**config.mk**
```make
export PLATFORM = sky130hd
export DESIGN_NAME = load_store_unit
export DESIGN_NICKNAME = d
export VERILOG_FILES = /design/src/rtl/load_store_unit.sv
export SDC_FILE = /design/constraint.sdc
export NUM_CORES = 1
export LEC_CHECK = 0
export CAP_MARGIN = 30
export CORE_MARGIN = 8
export CORE_UTILIZATION = 25
export CTS_CLUSTER_DIAMETER = 40
export DETAILED_ROUTE_END_ITERATION = 10
export PLACE_DENSITY = 0.44
export REMOVE_ABC_BUFFERS = 1
export SYNTH_ARGS = -nofsm -noshare
export SYNTH_HDL_FRONTEND = slang
export SYNTH_SLANG_ARGS = --single-unit
```
**constraint.sdc**
```tcl
create_clock -name aclk -period 11.6 [get_ports aclk]
set_input_delay 3.48 -clock aclk [delete_from_list [all_inputs] [get_ports aclk]]
set_output_delay 3.48 -clock aclk [all_outputs]
set_load 0.1 [all_outputs]
```
**src/rtl/load_store_unit.sv**
```systemverilog
// load_store_unit: in-order memory stage aligning loads/stores onto an AXI4-Lite-style cache port
module load_store_unit #(
   parameter int DATA_WIDTH = 32,
   parameter int ADDR_WIDTH = 32,
   parameter int DEPTH      = 4
) (
   input  logic                    aclk,
   input  logic                    areset,
   input  logic                    s_tvalid,
   output logic                    s_tready,
   input  logic [1:0]              s_kind,
   input  logic [1:0]              s_size,
   input  logic                    s_unsigned,
   input  logic [ADDR_WIDTH-1:0]   s_addr,
   input  logic [DATA_WIDTH-1:0]   s_wdata,
   input  logic [4:0]              s_rd,
   output logic                    m_tvalid,
   input  logic                    m_tready,
   output logic [DATA_WIDTH-1:0]   m_data,
   output logic [4:0]              m_rd,
   output logic                    m_fault,
   output logic                    awvalid,
   input  logic                    awready,
   output logic [ADDR_WIDTH-1:0]   awaddr,
   output logic                    wvalid,
   input  logic                    wready,
   output logic [DATA_WIDTH-1:0]   wdata,
   output logic [DATA_WIDTH/8-1:0] wstrb,
   input  logic                    bvalid,
   output logic                    bready,
   input  logic [1:0]              bresp,
   output logic                    arvalid,
   input  logic                    arready,
   output logic [ADDR_WIDTH-1:0]   araddr,
   input  logic                    rvalid,
   output logic                    rready,
   input  logic [DATA_WIDTH-1:0]   rdata,
   input  logic [1:0]              rresp
);
   localparam int SW = DATA_WIDTH / 8;
   localparam int OW = $clog2(SW);
   localparam int PW = $clog2(DEPTH);
   localparam logic [1:0] K_NONE  = 2'd0;
   localparam logic [1:0] K_LOAD  = 2'd1;
   localparam logic [1:0] K_STORE = 2'd2;

   typedef struct packed {
      logic [1:0]            kind;
      logic [1:0]            size;
      logic                  uns;
      logic [ADDR_WIDTH-1:0] addr;
      logic [4:0]            rd;
      logic                  fault;
   } entry_t;

   entry_t                fifo_q [DEPTH];
   entry_t                fifo_d [DEPTH];
   logic [PW-1:0]         wr_q, wr_d, rd_q, rd_d;
   logic [PW:0]           cnt_q, cnt_d;
   logic                  arvalid_q, arvalid_d, awvalid_q, awvalid_d, wvalid_q, wvalid_d;
   logic [ADDR_WIDTH-1:0] araddr_q, araddr_d, awaddr_q, awaddr_d;
   logic [DATA_WIDTH-1:0] wdata_q, wdata_d;
   logic [SW-1:0]         wstrb_q, wstrb_d;
   logic                  m_tvalid_q, m_tvalid_d, m_fault_q, m_fault_d;
   logic [DATA_WIDTH-1:0] m_data_q, m_data_d;
   logic [4:0]            m_rd_q, m_rd_d;
   entry_t                in_e, head;
   logic [OW-1:0]         in_off, h_off;
   logic                  accept, in_nomem, empty, slot_free, h_load, h_store, h_nomem;
   logic                  done, bypass, push, h_err;
   logic [DATA_WIDTH-1:0] shifted, mask, ext;

   // Decode the incoming op, classify the FIFO head and build the aligned load result
   always_comb begin
      in_off    = s_addr[OW-1:0];
      in_e.kind = (s_kind == 2'd3) ? K_NONE : s_kind;
      in_e.size = s_size;
      in_e.uns  = s_unsigned;
      in_e.addr = s_addr;
      in_e.rd   = s_rd;
      in_e.fault = (in_e.kind != K_NONE) &
                   (((({1'b0, s_addr[2:0]}) & ((4'd1 << s_size) - 4'd1)) != 4'd0) |
                    (DATA_WIDTH == 32 && s_size == 2'd3));
      in_nomem  = in_e.fault | (in_e.kind == K_NONE);
      s_tready  = (cnt_q < (PW+1)'(DEPTH)) & ~awvalid_q & ~wvalid_q & ~arvalid_q;
      accept    = s_tvalid & s_tready;
      head      = fifo_q[rd_q];
      empty     = (cnt_q == '0);
      slot_free = ~m_tvalid_q | m_tready;
      h_load    = ~empty & ~head.fault & (head.kind == K_LOAD);
      h_store   = ~empty & ~head.fault & (head.kind == K_STORE);
      h_nomem   = ~empty & ~h_load & ~h_store;
      rready    = h_load & slot_free;
      bready    = h_store & slot_free;
      done      = slot_free & (h_nomem | (h_load & rvalid) | (h_store & bvalid));
      // an op needing no bus trip skips the FIFO when nothing is ahead of it
      bypass    = accept & in_nomem & empty & slot_free;
      push      = accept & ~bypass;
      h_err     = (h_load & (rresp != 2'd0)) | (h_store & (bresp != 2'd0));
      h_off     = head.addr[OW-1:0];
      shifted   = rdata >> {h_off, 3'b000};
      mask      = ~({DATA_WIDTH{1'b1}} << (32'd8 << head.size));
      ext       = (shifted & mask) |
                  ((~head.uns & |(shifted & mask & ~(mask >> 1))) ? ~mask : '0);
   end

   // Tracking FIFO pointers, occupancy and contents
   always_comb begin
      fifo_d = fifo_q;
      wr_d   = push ? wr_q + 1'b1 : wr_q;
      rd_d   = done ? rd_q + 1'b1 : rd_q;
      cnt_d  = cnt_q + (PW+1)'(push) - (PW+1)'(done);
      if (push) fifo_d[wr_q] = in_e;
   end

   // Bus request channels: each valid holds until its own ready
   always_comb begin
      arvalid_d = arvalid_q & ~arready;
      awvalid_d = awvalid_q & ~awready;
      wvalid_d  = wvalid_q & ~wready;
      araddr_d  = araddr_q;
      awaddr_d  = awaddr_q;
      wdata_d   = wdata_q;
      wstrb_d   = wstrb_q;
      if (accept & ~in_e.fault & (in_e.kind == K_LOAD)) begin
         arvalid_d = 1'b1;
         araddr_d  = s_addr;
      end
      if (accept & ~in_e.fault & (in_e.kind == K_STORE)) begin
         awvalid_d = 1'b1;
         wvalid_d  = 1'b1;
         awaddr_d  = s_addr;
         wdata_d   = s_wdata << {in_off, 3'b000};
         wstrb_d   = ~({SW{1'b1}} << (32'd1 << s_size)) << in_off;
      end
   end

   // Writeback output register, held stable until the sink takes it
   always_comb begin
      m_tvalid_d = m_tvalid_q & ~m_tready;
      m_data_d   = m_data_q;
      m_rd_d     = m_rd_q;
      m_fault_d  = m_fault_q;
      if (bypass) begin
         m_tvalid_d = 1'b1;
         m_rd_d     = s_rd;
         m_fault_d  = in_e.fault;
         m_data_d   = DATA_WIDTH'(s_addr);
      end else if (done) begin
         m_tvalid_d = 1'b1;
         m_rd_d     = head.rd;
         m_fault_d  = head.fault | h_err;
         m_data_d   = (h_load & ~h_err) ? ext : (h_store & ~h_err) ? '0 : DATA_WIDTH'(head.addr);
      end
   end

   // State registers
   always_ff @(posedge aclk or posedge areset) begin
      if (areset) begin
         fifo_q     <= '{default: '0};
         wr_q       <= '0;
         rd_q       <= '0;
         cnt_q      <= '0;
         arvalid_q  <= 1'b0;
         awvalid_q  <= 1'b0;
         wvalid_q   <= 1'b0;
         araddr_q   <= '0;
         awaddr_q   <= '0;
         wdata_q    <= '0;
         wstrb_q    <= '0;
         m_tvalid_q <= 1'b0;
         m_data_q   <= '0;
         m_rd_q     <= '0;
         m_fault_q  <= 1'b0;
      end else begin
         fifo_q     <= fifo_d;
         wr_q       <= wr_d;
         rd_q       <= rd_d;
         cnt_q      <= cnt_d;
         arvalid_q  <= arvalid_d;
         awvalid_q  <= awvalid_d;
         wvalid_q   <= wvalid_d;
         araddr_q   <= araddr_d;
         awaddr_q   <= awaddr_d;
         wdata_q    <= wdata_d;
         wstrb_q    <= wstrb_d;
         m_tvalid_q <= m_tvalid_d;
         m_data_q   <= m_data_d;
         m_rd_q     <= m_rd_d;
         m_fault_q  <= m_fault_d;
      end
   end

   assign arvalid  = arvalid_q;
   assign araddr   = araddr_q;
   assign awvalid  = awvalid_q;
   assign awaddr   = awaddr_q;
   assign wvalid   = wvalid_q;
   assign wdata    = wdata_q;
   assign wstrb    = wstrb_q;
   assign m_tvalid = m_tvalid_q;
   assign m_data   = m_data_q;
   assign m_rd     = m_rd_q;
   assign m_fault  = m_fault_q;
endmodule

```
After elaboration in Yosys (flattened, before gate mapping)
Cells that the tools add are included.

Reductions and logical operators: 9. Order comparisons: 4. Shifts and indexed selects: 8. Add/subtract/negate cells: 5. Mux-type cells: 21. Bitwise logic cells: 64. Equality and inequality tests: 6.

Operators by type and width (number): 172-bit bitwise mux (1); 32-bit two-way mux (5); 43-bit two-way mux (3); 43-bit binary-select mux with 2-bit select (1); 43-bit demux with 2-bit select (1); 32-bit bitwise AND (2); 32-bit NOT (2); 31-bit NOT with 32-bit output (1); 32-bit bitwise OR (1); 32-bit OR reduction (1); 1-bit by 2-bit << shifter with 32-bit output, first input constant (1); 32-bit by 32-bit << shifter with 32-bit output, first input constant (1); 32-bit by 5-bit << shifter with 32-bit output (1); 4-bit by 2-bit << shifter with 32-bit output, first input constant (1); 4-bit by 32-bit << shifter with 4-bit output, first input constant (1); 32-bit by 5-bit >> shifter with 32-bit output (1); 1-bit bitwise AND (31); 1-bit NOT (16); 5-bit two-way mux (2); 2-bit == test, second input constant (4); 2-bit nonzero test (4); 1-bit two-way mux (7); 1-bit bitwise OR (7); 3-bit greater-or-equal comparator, second input constant (2); other kinds (17) (20).

Bits of input ports: 119. Word-level logic and storage cells: 155. Flip-flop bits (word level): 321. Output and inout port bits: 145.

Logic depth before layout (Yosys ltp)
Depth after elaboration: 16. Gate-level depth with buffers: 12. Gate-level depth less buffers: 10.

Worst setup path before layout
No wires, ideal clock.

Path type: input port to output port. From: input m_tready. To: output rready. Cell stages on the path: 2. Required time: 8.120 ns. Arrival time: 4.806 ns. Setup slack: 3.314 ns. Buffers on the path: 0. Cell sequence: nor2b_1 -> nor2_1.

Word-level cells in the longest chain between the ends: 2.

Ends and longest elaborated chain: start, declared (line 18) `input logic m_tready,`; 1-bit bitwise OR (line 89) `slot_free = ~m_tvalid_q | m_tready;`; 1-bit bitwise AND (line 93) `rready = h_load & slot_free;`; end, declared (line 36) `output logic rready,`.

Every way passes these cells.

Worst setup path after layout
From: input m_tready. To: output bready.

Word-level cells in the longest chain between the ends: 2.

Ends and longest elaborated chain: 1-bit bitwise OR (line 89); 1-bit bitwise AND (line 94) `bready = h_store & slot_free;`; end, declared (line 30) `output logic bready,`.

Every way passes these cells.

==> results.md <==
- CP required: 8120 ps
- Remaining routing DRC violations: 0
- Max Buffers Root-to-Sink: 3
- Final Non-Filler Cells: 2,224
- Top-count cell post-synth: dfrtp_1
- Yosys reg bits: 321
- DIE HEIGHT: 260 um
- Post-synth top cells: 321 x dfrtp_1, 246 x mux2_2, 89 x nand2_1, 56 x mux2i_1, 43 x mux4_2
- Initial DRC Count: 425
- Clock Latency Late Sink: 590 ps
- Worst setup EP type: output port
- Detailed placement HPWL: 31,400 um
- Sequential-to-total area share from yosys stat: 54.2%
- # placed instances: 2,090
- Cell taking the most area after synthesis: dfrtp_1
- Crit path time final: 9010 ps
- Slew Limit Fails: 0
- Final Cycle Share: 77.7%
- Post-synth EDFFs: 0
- CP Launch Point: m_tready
- Share of cells above drive strength 1: 32.7%
- Synth cell types: 55
- Top_reg_cell synth: dfrtp_1
- Fillers: 5,739
- Root buffer cell: clkbuf_16
- Setup slack, reg-to-reg: 7400 ps
- Crit path to: bready
- Syn avg cell area: 13.6 sq um
- Busiest layer in global routing: met2
- CP Class: input pin to output port
- Rel. slew slack: 31.4%
- Largest net degree at the start of global routing: 168
- RSZ-0062 raised after global routing: no
- Crit Path Max Fanout: 3
- Starting density of the core: 25.2%
- Hold_buf cts: 0
- Critical Path Start Type: input pin
- Clock slew at the register clock pins of the worst setup and hold paths: 40 ps
- Min-Delay Path Class: flip-flop to flip-flop
- Max frequency: 0.111 GHz
- Die area: 0.0674 sq mm
- Gr usage total: 14.6%
- Final #Nets: 1,522
- Final WL: 49,200 um
- R2r worst-path depth: 12
- Chip width: 260 um
- DR pass1 iterations: 4
- Synth Cell Area: 0.0148 sq mm
- Global routing usage on met1: 18.9%
- Met3 track demand over resource: 5.25%
- Actual transition at the worst max-transition pin: 1030 ps
- First-pass GRT wire length: 75,300 um
- I/O Pins: 264
- Worst r2r dst: cnt_q[2]$_DFF_PP0_
- Vias per cell: 4.64
- Met2 usage: 22.8%
- # setup viols final: 0
- Post-synthesis async set-or-reset flop share: 100%
- Core Footprint: 0.0588 sq mm
- R2R Path Start: rd_q[0]$_DFFE_PP0P_
- Post-cts resize count: 0
- WP data arrival: 5530 ps
- Initial antenna violation count: 2
- Run status: finished clean
- Number of global-route vias before repair: 11,500
- TritonCTS clock tree: yes
- Top cell type's share of synthesized area: 54.2%
- Total CTS buffers: 72
- Ys Warns: 0
- # H-tree levels: 3
- Post-Syn Instances: 1,092
- Port buffer count: 263
- Post-DR wirelength/cell: 22.1 um
- Antenna Nets Post-Route: 0
- Core Rows: 89
- Fin Clk Skew: 27.0 ps
- Area contributors post-synth: dfrtp_1 54%, mux2_2 19%, mux4_2 6.5%
- # clock sinks: 321
- Maximum capacitance violations: 0
- Fin util: 36.2%
- Area growth from synthesis to final layout: 43.5%
- GRT Residual Overflow: 0
- Final hold viol count: 0
- Routability Congestion: 0.718
- Via count: 10,300
- Setup bufs post-CTS: 0
worst min-delay path by stage:
stage / from / endpoint / slack (ps) / cells past startpoint
2_1_floorplan: fifo_q[100]$_DFFE_PP0P_ / fifo_q[100]$_DFFE_PP0P_ / 470 / 1
3_3_place_gp: wdata[10]$_DFFE_PP0P_ / wdata[10]$_DFFE_PP0P_ / 460 / 2
3_5_place_dp: wdata[10]$_DFFE_PP0P_ / wdata[10]$_DFFE_PP0P_ / 470 / 2
4_1_cts: wdata[10]$_DFFE_PP0P_ / wdata[10]$_DFFE_PP0P_ / 480 / 2
5_1_grt: wdata[12]$_DFFE_PP0P_ / wdata[12]$_DFFE_PP0P_ / 500 / 2
6_report: wdata[10]$_DFFE_PP0P_ / wdata[10]$_DFFE_PP0P_ / 470 / 2
flip-flops by register name, indices dropped and copies added, names as in the netlist:
register,count
m_data,32
awvalid,1
araddr,32
awaddr,32
arvalid,1
wr_q,2
m_fault,1
wvalid,1
m_tvalid,1
wstrb,4
m_rd,5
rd_q,2
cnt_q,3
fifo_q,172
wdata,32
final cells by class:
type,instances,area [sq um],area share [%]
flip-flops and latches,321,8040,37.8
multi-input cells,676,6360,29.9
repair buffers,302,3350,15.7
clock buffers,98,2060,9.68
well taps,773,967,4.54
clock inverters,34,422,1.98
inverters,19,81.3,0.382
diodes,1,2.50,0.0118
worst max-delay path: stages:
cell	delay [ps]
clkdlybuf4s50_1	470
nand2b_1	210
and4_1	220
clkdlybuf4s50_1	1140
cells in the final DEF (no fill, tap or decap), drive strengths merged, types with 10 or more instances in the layout:
cell type / n
ha: 10
dfrtp: 321
nor2: 37
o21ai: 30
inv: 25
buf: 41
mux2: 246
clkinv: 16
a22oi: 15
clkdlybuf4s50: 261
nand2: 89
o31ai: 10
mux4: 43
clkbuf: 98
a32oi: 23
nor2b: 12
mux2i: 56
a21oi: 31
a211oi: 19
through the flow:
step	hold WS [ps]	setup slack [ps]	setup TNS, ps	cell area, sq um
6_report	473	2590	0	21300
5_1_grt	499	2540	0	21300
4_1_cts	476	2590	0	21300
3_5_place_dp	466	2600	0	18800
3_3_place_gp	461	2630	0	18200
2_1_floorplan	474	-765	-245440	14400
per-layer routing:
metal	share of wire, %	vias to the layer above	wire, um
met3	7.9	72	3870
met4	1.8	4	867
met2	46	297	22400
li1	-	4658	-
met1	45	5294	22000
met5	0.055	-	27
cells by family (layout without fill, tap and decap cells):
| group | after synthesis | after routing | share of synthesized area (%) |
|---|---|---|---|
| muxes | 345 | 345 | 29.0 |
| adders and majority gates | 11 | 11 | 0.978 |
| other | 0 | 1 | 0 |
| xor gates and xnor gates | 5 | 5 | 0.295 |
| buffers and inverters | 95 | 453 | 3.11 |
| and+or+nand+nor | 160 | 160 | 5.10 |
| AOI/OAI and AO/OA | 155 | 155 | 7.37 |
| DFF | 321 | 321 | 54.2 |
Power is not shown: default switching activity piles up to over one toggle a cycle in this logic, so the estimate is an artifact.
